File: src/rtl/glide_pkg.sv
// Shared types and default sizes for the portamento note controller.
package glide_pkg;

    localparam int DEPTH_DEF = 4;
    localparam int FW_DEF    = 16;
    localparam int DIVW_DEF  = 16;

    typedef enum logic [1:0] {
        IDLE,
        LOAD,
        GLIDE,
        HOLD
    } state_t;

    typedef struct packed {
        logic [6:0]        id;
        logic [FW_DEF-1:0] freq;
    } key_entry_t;

endpackage

File: src/rtl/glide_ctrl_if.sv
// Key-event inputs, glide configuration and glide-unit connections of glide_ctrl.
interface glide_ctrl_if #(
    parameter int FW   = glide_pkg::FW_DEF,
    parameter int DIVW = glide_pkg::DIVW_DEF
);
    logic            key_valid;
    logic            key_down;
    logic [6:0]      key_id;
    logic [FW-1:0]   key_freq;
    logic            porta_on;
    logic            legato;
    logic [DIVW-1:0] rate_div;
    logic [FW-1:0]   step_size;
    logic [FW-1:0]   glide_out;
    logic [FW-1:0]   target_freq;
    logic [FW-1:0]   start_freq;
    logic            key_on;
    logic            glide_en;
    logic [FW-1:0]   glider;
    logic            gate;
    logic            busy;

    modport master (
        output key_valid, key_down, key_id, key_freq, porta_on, legato,
               rate_div, step_size, glide_out,
        input  target_freq, start_freq, key_on, glide_en, glider, gate, busy
    );

    modport slave (
        input  key_valid, key_down, key_id, key_freq, porta_on, legato,
               rate_div, step_size, glide_out,
        output target_freq, start_freq, key_on, glide_en, glider, gate, busy
    );
endinterface

File: src/rtl/glide_rate_div.sv
// Free-running step prescaler: one-cycle tick every rate_div+1 cycles.
module glide_rate_div #(
    parameter int DIVW = glide_pkg::DIVW_DEF
) (
    input  logic            CLK,
    input  logic            RESET,
    input  logic [DIVW-1:0] rate_div,
    output logic            tick
);
    logic [DIVW-1:0] count;

    // NOTE: sequential state uses non-blocking assignments so every flop samples pre-edge values.
    always_ff @(posedge CLK or negedge RESET) begin
        if (!RESET) begin
            count <= '0;
        end else if (count >= rate_div) begin
            // A rate_div written below the running count wraps immediately.
            count <= '0;
        end else begin
            count <= count + DIVW'(1);
        end
    end

    assign tick = (count == rate_div);
endmodule

File: src/rtl/glide_ctrl.sv
// Monophonic last-note-priority controller sequencing a portamento glide unit.
// Stack entries use glide_pkg::key_entry_t, so FW must equal glide_pkg::FW_DEF.
module glide_ctrl
    import glide_pkg::*;
#(
    parameter int DEPTH = DEPTH_DEF,
    parameter int FW    = FW_DEF,
    parameter int DIVW  = DIVW_DEF
) (
    input  logic        CLK,
    input  logic        RESET,
    glide_ctrl_if.slave bus
);
    localparam int CW = $clog2(DEPTH + 1);
    localparam int IW = $clog2(DEPTH);

    key_entry_t    stack_q [DEPTH];
    key_entry_t    stack_d [DEPTH];
    logic [CW-1:0] count_q, count_d;
    state_t        state_q, state_d;
    logic [FW-1:0] target_q, target_d;
    logic [FW-1:0] start_q, start_d;
    logic [FW-1:0] glider_q;
    logic [FW-1:0] new_target, new_start;
    logic          en_q;
    logic          tick;
    logic          hit;
    logic [IW-1:0] hit_idx;
    logic          retarget;
    logic          go_idle;

    glide_rate_div #(.DIVW(DIVW)) u_rate_div (
        .CLK      (CLK),
        .RESET    (RESET),
        .rate_div (bus.rate_div),
        .tick     (tick)
    );

    // NOTE: each always_comb assigns every output a default first, so no path can infer a latch.
    always_comb begin
        hit     = 1'b0;
        hit_idx = '0;
        for (int i = DEPTH - 1; i >= 0; i--) begin
            if (CW'(i) < count_q && stack_q[i].id == bus.key_id) begin
                hit     = 1'b1;
                hit_idx = IW'(i);
            end
        end
    end

    always_comb begin
        stack_d    = stack_q;
        count_d    = count_q;
        retarget   = 1'b0;
        go_idle    = 1'b0;
        new_target = bus.key_freq;
        new_start  = bus.glide_out;
        if (bus.key_valid && bus.key_down) begin
            // A re-pressed key only shifts the entries above it; a new key shifts the whole stack.
            for (int i = DEPTH - 1; i > 0; i--) begin
                if (!hit || IW'(i) <= hit_idx) stack_d[i] = stack_q[i-1];
            end
            stack_d[0] = '{id: bus.key_id, freq: bus.key_freq};
            if (!hit && count_q != CW'(DEPTH)) count_d = count_q + CW'(1);
            retarget = 1'b1;
            if (count_q == '0 && bus.legato) new_start = bus.key_freq;
        end else if (bus.key_valid && hit) begin
            for (int i = 0; i < DEPTH - 1; i++) begin
                if (IW'(i) >= hit_idx) stack_d[i] = stack_q[i+1];
            end
            count_d = count_q - CW'(1);
            if (count_q == CW'(1)) begin
                go_idle = 1'b1;
            end else if (hit_idx == '0) begin
                retarget   = 1'b1;
                new_target = stack_q[1].freq;
            end
        end
    end

    always_comb begin
        state_d  = state_q;
        target_d = target_q;
        start_d  = start_q;
        if (go_idle) begin
            state_d = IDLE;
        end else if (retarget) begin
            state_d  = LOAD;
            target_d = new_target;
            start_d  = new_start;
        end else begin
            case (state_q)
                LOAD:    state_d = GLIDE;
                GLIDE:   if (bus.glide_out == target_q) state_d = HOLD;
                default: state_d = state_q;
            endcase
        end
    end

    always_ff @(posedge CLK or negedge RESET) begin
        if (!RESET) begin
            state_q  <= IDLE;
            count_q  <= '0;
            target_q <= '0;
            start_q  <= '0;
            glider_q <= '0;
            en_q     <= 1'b0;
            // NOTE: the stack is a few flops, so it is cleared with everything else; count_q alone gates validity.
            for (int i = 0; i < DEPTH; i++) stack_q[i] <= '0;
        end else begin
            state_q  <= state_d;
            count_q  <= count_d;
            target_q <= target_d;
            start_q  <= start_d;
            stack_q  <= stack_d;
            glider_q <= (state_q == GLIDE && tick && !retarget && !go_idle) ? bus.step_size : '0;
            en_q     <= bus.porta_on;
        end
    end

    assign bus.target_freq = target_q;
    assign bus.start_freq  = start_q;
    assign bus.glider      = glider_q;
    assign bus.glide_en    = en_q;
    assign bus.key_on      = (state_q == GLIDE) || (state_q == HOLD);
    assign bus.busy        = (state_q == GLIDE);
    assign bus.gate        = (count_q != '0);
endmodule

File: src/flat_wrapper.sv
// flat-port wrapper written by rule: the top's interface ports become plain ports
module glide_ctrl_flat import glide_pkg::*;
#(
    parameter int DEPTH = DEPTH_DEF,
    parameter int FW    = FW_DEF,
    parameter int DIVW  = DIVW_DEF
)
  (CLK, RESET, bus_key_valid, bus_key_down, bus_key_id, bus_key_freq, bus_porta_on, bus_legato, bus_rate_div, bus_step_size, bus_glide_out, bus_target_freq, bus_start_freq, bus_key_on, bus_glide_en, bus_glider, bus_gate, bus_busy);
  glide_ctrl_if #(.FW(FW), .DIVW(DIVW)) bus_i ();
  input  logic CLK;
  input  logic RESET;
  input wire logic [$bits(bus_i.key_valid)-1:0] bus_key_valid;
  input wire logic [$bits(bus_i.key_down)-1:0] bus_key_down;
  input wire logic [$bits(bus_i.key_id)-1:0] bus_key_id;
  input wire logic [$bits(bus_i.key_freq)-1:0] bus_key_freq;
  input wire logic [$bits(bus_i.porta_on)-1:0] bus_porta_on;
  input wire logic [$bits(bus_i.legato)-1:0] bus_legato;
  input wire logic [$bits(bus_i.rate_div)-1:0] bus_rate_div;
  input wire logic [$bits(bus_i.step_size)-1:0] bus_step_size;
  input wire logic [$bits(bus_i.glide_out)-1:0] bus_glide_out;
  output wire logic [$bits(bus_i.target_freq)-1:0] bus_target_freq;
  output wire logic [$bits(bus_i.start_freq)-1:0] bus_start_freq;
  output wire logic [$bits(bus_i.key_on)-1:0] bus_key_on;
  output wire logic [$bits(bus_i.glide_en)-1:0] bus_glide_en;
  output wire logic [$bits(bus_i.glider)-1:0] bus_glider;
  output wire logic [$bits(bus_i.gate)-1:0] bus_gate;
  output wire logic [$bits(bus_i.busy)-1:0] bus_busy;
  assign bus_i.key_valid = bus_key_valid;
  assign bus_i.key_down = bus_key_down;
  assign bus_i.key_id = bus_key_id;
  assign bus_i.key_freq = bus_key_freq;
  assign bus_i.porta_on = bus_porta_on;
  assign bus_i.legato = bus_legato;
  assign bus_i.rate_div = bus_rate_div;
  assign bus_i.step_size = bus_step_size;
  assign bus_i.glide_out = bus_glide_out;
  assign bus_target_freq = bus_i.target_freq;
  assign bus_start_freq = bus_i.start_freq;
  assign bus_key_on = bus_i.key_on;
  assign bus_glide_en = bus_i.glide_en;
  assign bus_glider = bus_i.glider;
  assign bus_gate = bus_i.gate;
  assign bus_busy = bus_i.busy;
  glide_ctrl #(.DEPTH(DEPTH), .FW(FW), .DIVW(DIVW)) u_core (.CLK(CLK), .RESET(RESET), .bus(bus_i));
endmodule
File: config.mk
export PLATFORM = sky130hd
export DESIGN_NAME = glide_ctrl_flat
export DESIGN_NICKNAME = d
export VERILOG_FILES = /design/src/rtl/glide_pkg.sv /design/src/rtl/glide_ctrl_if.sv /design/src/rtl/glide_rate_div.sv /design/src/rtl/glide_ctrl.sv /design/src/flat_wrapper.sv
export SDC_FILE = /design/constraint.sdc
export NUM_CORES = 1
export LEC_CHECK = 0
export CAP_MARGIN = 20
export CORE_MARGIN = 2
export CORE_UTILIZATION = 45
export CTS_CLUSTER_SIZE = 8
export DETAILED_ROUTE_END_ITERATION = 6
export GPL_ROUTABILITY_DRIVEN = 0
export PLACE_DENSITY = 0.68
export SLEW_MARGIN = 20
export SYNTH_ARGS = -nofsm -noshare
export SYNTH_HDL_FRONTEND = slang
export SYNTH_HIERARCHICAL = 1
export SYNTH_SLANG_ARGS = --single-unit
File: constraint.sdc
create_clock -name CLK -period 2.8 [get_ports CLK]
set_input_delay 0.56 -clock CLK [delete_from_list [all_inputs] [get_ports CLK]]
set_output_delay 0.56 -clock CLK [all_outputs]
set_load 0.01 [all_outputs]
# == After elaboration in Yosys (flattened, before gate mapping) ==
# Index checks and enable logic that the tools add are counted.
# word_totals
word_cells,115
inputBits,77
ff_bits,162
output_inout_bits,52
# classes
n_lt_le_gt_ge,11
n_addsub,3
bitwise_logic,1
muxes,37
n_eq_ne,15
reduce_logical,33
# op_table
operator,n
2-to-1 mux 69 bit,2
2-to-1 mux 16 bit,8
2-to-1 mux 23 bit,5
equality test 16 bit,2
equality test 7 bit,4
adder 16 x 1 -> 16 bit (second input constant),1
>= comparator 16 bit,1
2-to-1 mux 2 bit,7
logical AND 1 bit,11
2-to-1 mux 1 bit,11
AND reduction 2 bit,5
2-to-1 mux 3 bit,3
nonzero test 2 bit,4
less-than comparator 1 x 3 -> 1 bit (first input constant),2
less-than comparator 2 x 3 -> 1 bit (first input constant),2
inequality test 2 bit (second input constant),3
AND reduction 3 bit,2
equality test 2 bit (second input constant),2
>= comparator 1 x 2 -> 1 bit (first input constant),2
<= comparator 2 bit (first input constant),2
logical OR 1 bit,4
inequality test 4 x 1 -> 1 bit (second input constant),1
one-hot mux 2 bit (2 select lines),1
nonzero test 4 bit,1
other kinds (12),14

# == Longest topological paths before layout ==
# logic_depth
word_depth,15
mapped_depth,9

# == Hierarchy ==
# The synthesis kept the hierarchy.
# modules_own_cells
mod,n_inst,cells_each,area_each_um2
glide_ctrl,1,580,7252.0
glide_rate_div,1,131,1261.2

# == Least setup slack after synthesis ==
# Ideal clock, no wire load.
# synth_path
path_kind,input-to-reg
from,in bus_key_id[6]
to,reg u_core/stack_q[24] (netlist bit)
slack_ns,0.385
path_buffers,2
setup_time_ns,0.125
arrival_ns,2.290
cell_stages,8
path_cell_list,buf_2 > xnor2_1 > nand4_1 > or4_4 > a21bo_1 > o211ai_4 > buf_12 > mux2_4
# synth_between
elab_chain_len,10
# synth_rtl
element,line,source
from (decl),flat_wrapper.sv:14,input wire logic [$bits(bus_i.key_id)-1:0] bus_key_id;
equality test 7 bit,glide_ctrl.sv:44,if (CW'(i) < count_q && stack_q[i].id == bus.key_id) begin
logical AND 1 bit,glide_ctrl.sv:44,
2-to-1 mux 2 bit / 2-to-1 mux 1 bit (equally long branches) (4 in a row),glide_ctrl.sv:44,
<= comparator 2 bit / zero test 1 bit (equally long branches),glide_ctrl.sv:61,if (!hit || IW'(i) <= hit_idx) stack_d[i] = stack_q[i-1];
logical OR 1 bit,glide_ctrl.sv:61,
inequality test 2 bit (no source line),-,
AND reduction 3 bit (no source line) (*),-,
to (signal assigned),glide_ctrl.sv:115,stack_q <= stack_d;
to (decl),glide_ctrl.sv:17,key_entry_t stack_q [DEPTH];
# Every way passes the cells marked *; elsewhere a longest branch is shown, timed or not.
# A chain may end at the register's enable or synchronous reset.

# == Worst setup path in the final report ==
# layout_path
from,in bus_rate_div[15]
to,reg u_core.glider_q[11] (netlist: u_core/bus.glider[11])
# layout_between
elab_chain_len,5
# layout_rtl
element,line,source
from (decl),flat_wrapper.sv:18,input wire logic [$bits(bus_i.rate_div)-1:0] bus_rate_div;
equality test 16 bit,glide_rate_div.sv:24,assign tick = (count == rate_div);
named net u_core.tick,glide_ctrl.sv:26,logic tick;
logical AND 1 bit (3 in a row),glide_ctrl.sv:116,glider_q <= (state_q == GLIDE && tick && !retarget && !go_idle) ? bus.step_size : '0;
2-to-1 mux 16 bit,glide_ctrl.sv:116,
to (signal assigned),glide_ctrl.sv:116,
to (decl),glide_ctrl.sv:23,logic [FW-1:0] glider_q;
# The timed path passes the listed nets, and every way through them passes these cells.

==> impl_metrics.env <==
export IMPL_num_antenna_cells=0
export IMPL_synth_cell_types=54
export IMPL_numCtsBuffers=17
export IMPL_postCtsSetupBuffers=0
export IMPL_cts_clk_slew_worst_paths_ns=0.06
export IMPL_die_w_um=142
export IMPL_wire_per_inst_um=18.6
export IMPL_ys_warn_count=6
export IMPL_relSlewSlack_pct=60.7
export IMPL_rows=50
export IMPL_grt_max_degree=62
export IMPL_synth_edf_count=0
export IMPL_hold_violations=0
export IMPL_synth_net_count=809
export IMPL_htreeDepth=4
export IMPL_async_reset_ff_share_pct=100
export IMPL_port_buffers=128
export IMPL_critPathLaunchType="input pin"
export IMPL_tightest_slew_ns=0.589
export IMPL_yosysTopAreaCell="dfrtp_1"
export IMPL_setup_violations_final=0
export IMPL_required_ns=3.11
export IMPL_routed_wl_mm=20.4
export IMPL_drt_iter0_drc=344
export IMPL_synth_main_ff_cell="dfrtp_1"
export IMPL_grt_pass1_vias=6207
export IMPL_fp_dieArea_sq_mm=0.0200
export IMPL_worstPathMaxFanout=9
export IMPL_core_sq_mm=0.0186
export IMPL_fmax_ghz=0.389
export IMPL_cp_cell_sequence="clkdlybuf4s50_1 > inv_1 > ha_1 > nand4_1 > or4_4 > nor2_1 > nand2_1 > buf_4 > nor3b_1"
export IMPL_antenna_found_initial=0
export IMPL_root_buffer="clkbuf_16"
export IMPL_r2r_end="u_core/stack_q[25]"
export IMPL_worstSetupPathType="in2reg"
export IMPL_fin_crit_sh_pct=91.7
export IMPL_cpLargestDelayFamily="simple AND/OR/NAND/NOR gates"
export IMPL_leakage_nw=5.04
export IMPL_dpl_cell_count=1064
export IMPL_finClkSkew_ns=0.00703
export IMPL_mappedNetlistArea_sq_mm=0.00851
export IMPL_drive_gt1_share_pct=20.8
export IMPL_area_delta_synth_final_pct=26.9
export IMPL_critPathMaxStageDelay_ns=0.60
export IMPL_cts_resized=0
export IMPL_path_buf_inv=3
export IMPL_routed_via_density=5.40
export IMPL_rr_startpoint="u_core/stack_q[67]"
export IMPL_grt_pass1_wl_mm=33.1
export IMPL_worstSetupPathDepth=9
export IMPL_multi_input_area_sq_mm=0.00410
export IMPL_start_util_pct=45.7
export IMPL_ys_seq_area_share_pct=47.6
export IMPL_outcome="completed"
export IMPL_first_pass_iters=5
export IMPL_clk_insertion_delay_late_ns=0.42
export IMPL_final_min_clock_period_ns=2.57
export IMPL_hold_buffers=0
export IMPL_cp_slowest_cell="or4_4"
export IMPL_cts_tree="built"
export IMPL_cts_buffer_depth=2
export IMPL_end_kind="register"
export IMPL_peakVddDrop_mv=0.493
export IMPL_io_pins=129
export IMPL_gr_total_overflow=0
export IMPL_fin_cells=1095
export IMPL_clock_sinks=162
export IMPL_dp_slack_ns=-0.226
export IMPL_cellPowerDensity_mw_per_mm2=745
export IMPL_arrival_ns=2.87
export IMPL_avgSynthCellArea_sq_um=12.0
export IMPL_drc=0
export IMPL_ys_top_cells_by_area="dfrtp_1, mux2_2, mux2i_1"
export IMPL_nets=947
export IMPL_synth_seq_cells=162
export IMPL_die_y_um=142
export IMPL_detail_route_antenna_nets=0
export IMPL_cap_violations=0
export IMPL_route_vias_total=5911
export IMPL_yosysTopAreaCellShare_pct=47.6
export IMPL_rsz0062_at_grt="no"
export IMPL_r2r_setup_slack_ns=0.45
export IMPL_synthCells=711
export IMPL_drv_slew=0
export IMPL_hp_class="in2async"
export IMPL_seqCellArea_sq_mm=0.00405
export IMPL_hpwl_mm=14.9
export IMPL_grt_util_all_layers_pct=21.1
export IMPL_reg2reg_depth=7
export IMPL_fillCellCount=1527
export IMPL_timing_final_ws_setup_ns=0.231
==> registers in the layout, indices dropped and copies added, names as in the netlist <==
signal	cells
u_core/bus.glide_en	1
u_core/bus.glider	16
u_core/stack_q	92
u_core/state_q	2
u_core/u_rate_div/count	16
u_core/bus.target_freq	16
u_core/count_q	3
u_core/bus.start_freq	16
==> cells in the mapped netlist (7+ instances only) <==
| master | count |
|---|---|
| buf_2 | 14 |
| inv_1 | 21 |
| buf_6 | 8 |
| nor2_1 | 47 |
| xnor2_1 | 9 |
| nor4_1 | 7 |
| mux2i_1 | 57 |
| mux2_4 | 20 |
| clkbuf_1 | 18 |
| mux2_2 | 70 |
| nor3_2 | 10 |
| nand2_1 | 16 |
| nor3b_1 | 16 |
| ha_1 | 21 |
| xor2_1 | 47 |
| a21oi_1 | 65 |
| nand4_1 | 12 |
| mux2_1 | 25 |
| dfrtp_1 | 162 |
==> power breakdown <==
part           internal [W]  total (W)  switching, W
clock network       0.00138    0.00228      0.000905
logic               0.00128    0.00212      0.000836
registers           0.00299    0.00365      0.000665
total               0.00564    0.00805       0.00241
==> cell type report <==
class,instances,area share (%)
Multi-Input combinational cell,483,37.9
Sequential cell,162,37.5
Tap cell,234,2.71
Clock inverter,9,0.984
Clock buffer,22,4.39
Inverter,21,0.729
Timing Repair Buffer,164,15.8
==> worst register-to-register path, cell delays in order (launching register included) <==
cell and delay, ns:
dfrtp_1 0.43, xnor2_1 0.22, nand4_1 0.12, or4_4 0.58
a21bo_1 0.22, o211ai_4 0.12, buf_12 0.23, mux2_4 0.33
==> placed cells by master, fill, tap and decap left out, drive strengths merged, types with 2 or more instances in the layout <==
cell | netlist | layout
or4 | 3 | 3
mux2 | 115 | 115
nand3 | 6 | 6
ha | 21 | 21
clkinvlp | 0 | 3
nor3 | 13 | 13
and2 | 3 | 3
o211ai | 3 | 3
or2 | 2 | 2
a211oi | 4 | 4
dfrtp | 162 | 162
inv | 21 | 21
nand2 | 16 | 16
mux2i | 57 | 57
and4 | 2 | 2
nor3b | 16 | 16
o21a | 3 | 3
clkinv | 0 | 4
xnor2 | 9 | 9
nand2b | 5 | 5
nor2 | 48 | 48
buf | 27 | 37
nor2b | 2 | 2
clkbuf | 18 | 22
bufinv | 0 | 2
or3 | 4 | 4
clkdlybuf4s50 | 0 | 127
xor2 | 47 | 47
o21ai | 6 | 6
and3 | 3 | 3
a21oi | 65 | 65
nand4 | 12 | 12
nor4 | 8 | 8
==> per-layer routing <==
layer / vias to the layer above / GRT usage, % / part of all wire, %
li1: 2792 / - / -
met1: 2936 / 28.3 / 46
met2: 157 / 34.8 / 48
met3: 26 / 3.71 / 4.4
met4: 0 / 6.79 / 1.8
met5: - / 0 / 0
==> kinds of logic after synthesis <==
family                     Yosys count  share of synthesized area, %
xor gates and xnor gates            56                          5.76
muxes                              172                          22.8
AOI/OAI and AO/OA                   88                          6.41
adders and majority gates           21                          3.09
buffers and inverters               66                          4.38
DFF                                162                          47.6
and+or+nand+nor                    146                          9.95
==> through the flow <==
step,area (sq um),util [%],hold WS [ns],power [W],TNS (ns)
finish,10800,58.0,0.108,0.00805,0
global route,10800,58.0,0.145,0.00850,0
CTS,10800,58.0,0.124,0.00811,0
detailed placement,10200,54.9,0.487,0.00579,-9.14
global placement,10200,54.9,0.468,0.00564,-5.74
floorplan,8510,-,0.264,0.00495,0
==> how the worst max path moves through the flow <==
stage / startpoint / endpoint / slack (ns)
2_1_floorplan: bus_key_id[6] / u_core/stack_q[24] / 0.38
3_3_place_gp: bus_rate_div[13] / u_core/bus.glider[11] / -0.15
3_5_place_dp: bus_rate_div[15] / u_core/bus.glider[11] / -0.23
4_1_cts: bus_rate_div[15] / u_core/bus.glider[11] / 0.21
5_1_grt: bus_rate_div[15] / u_core/bus.glider[11] / 0.14
6_report: bus_rate_div[15] / u_core/bus.glider[11] / 0.23
Note: power is estimated with default switching activity, not from simulation.
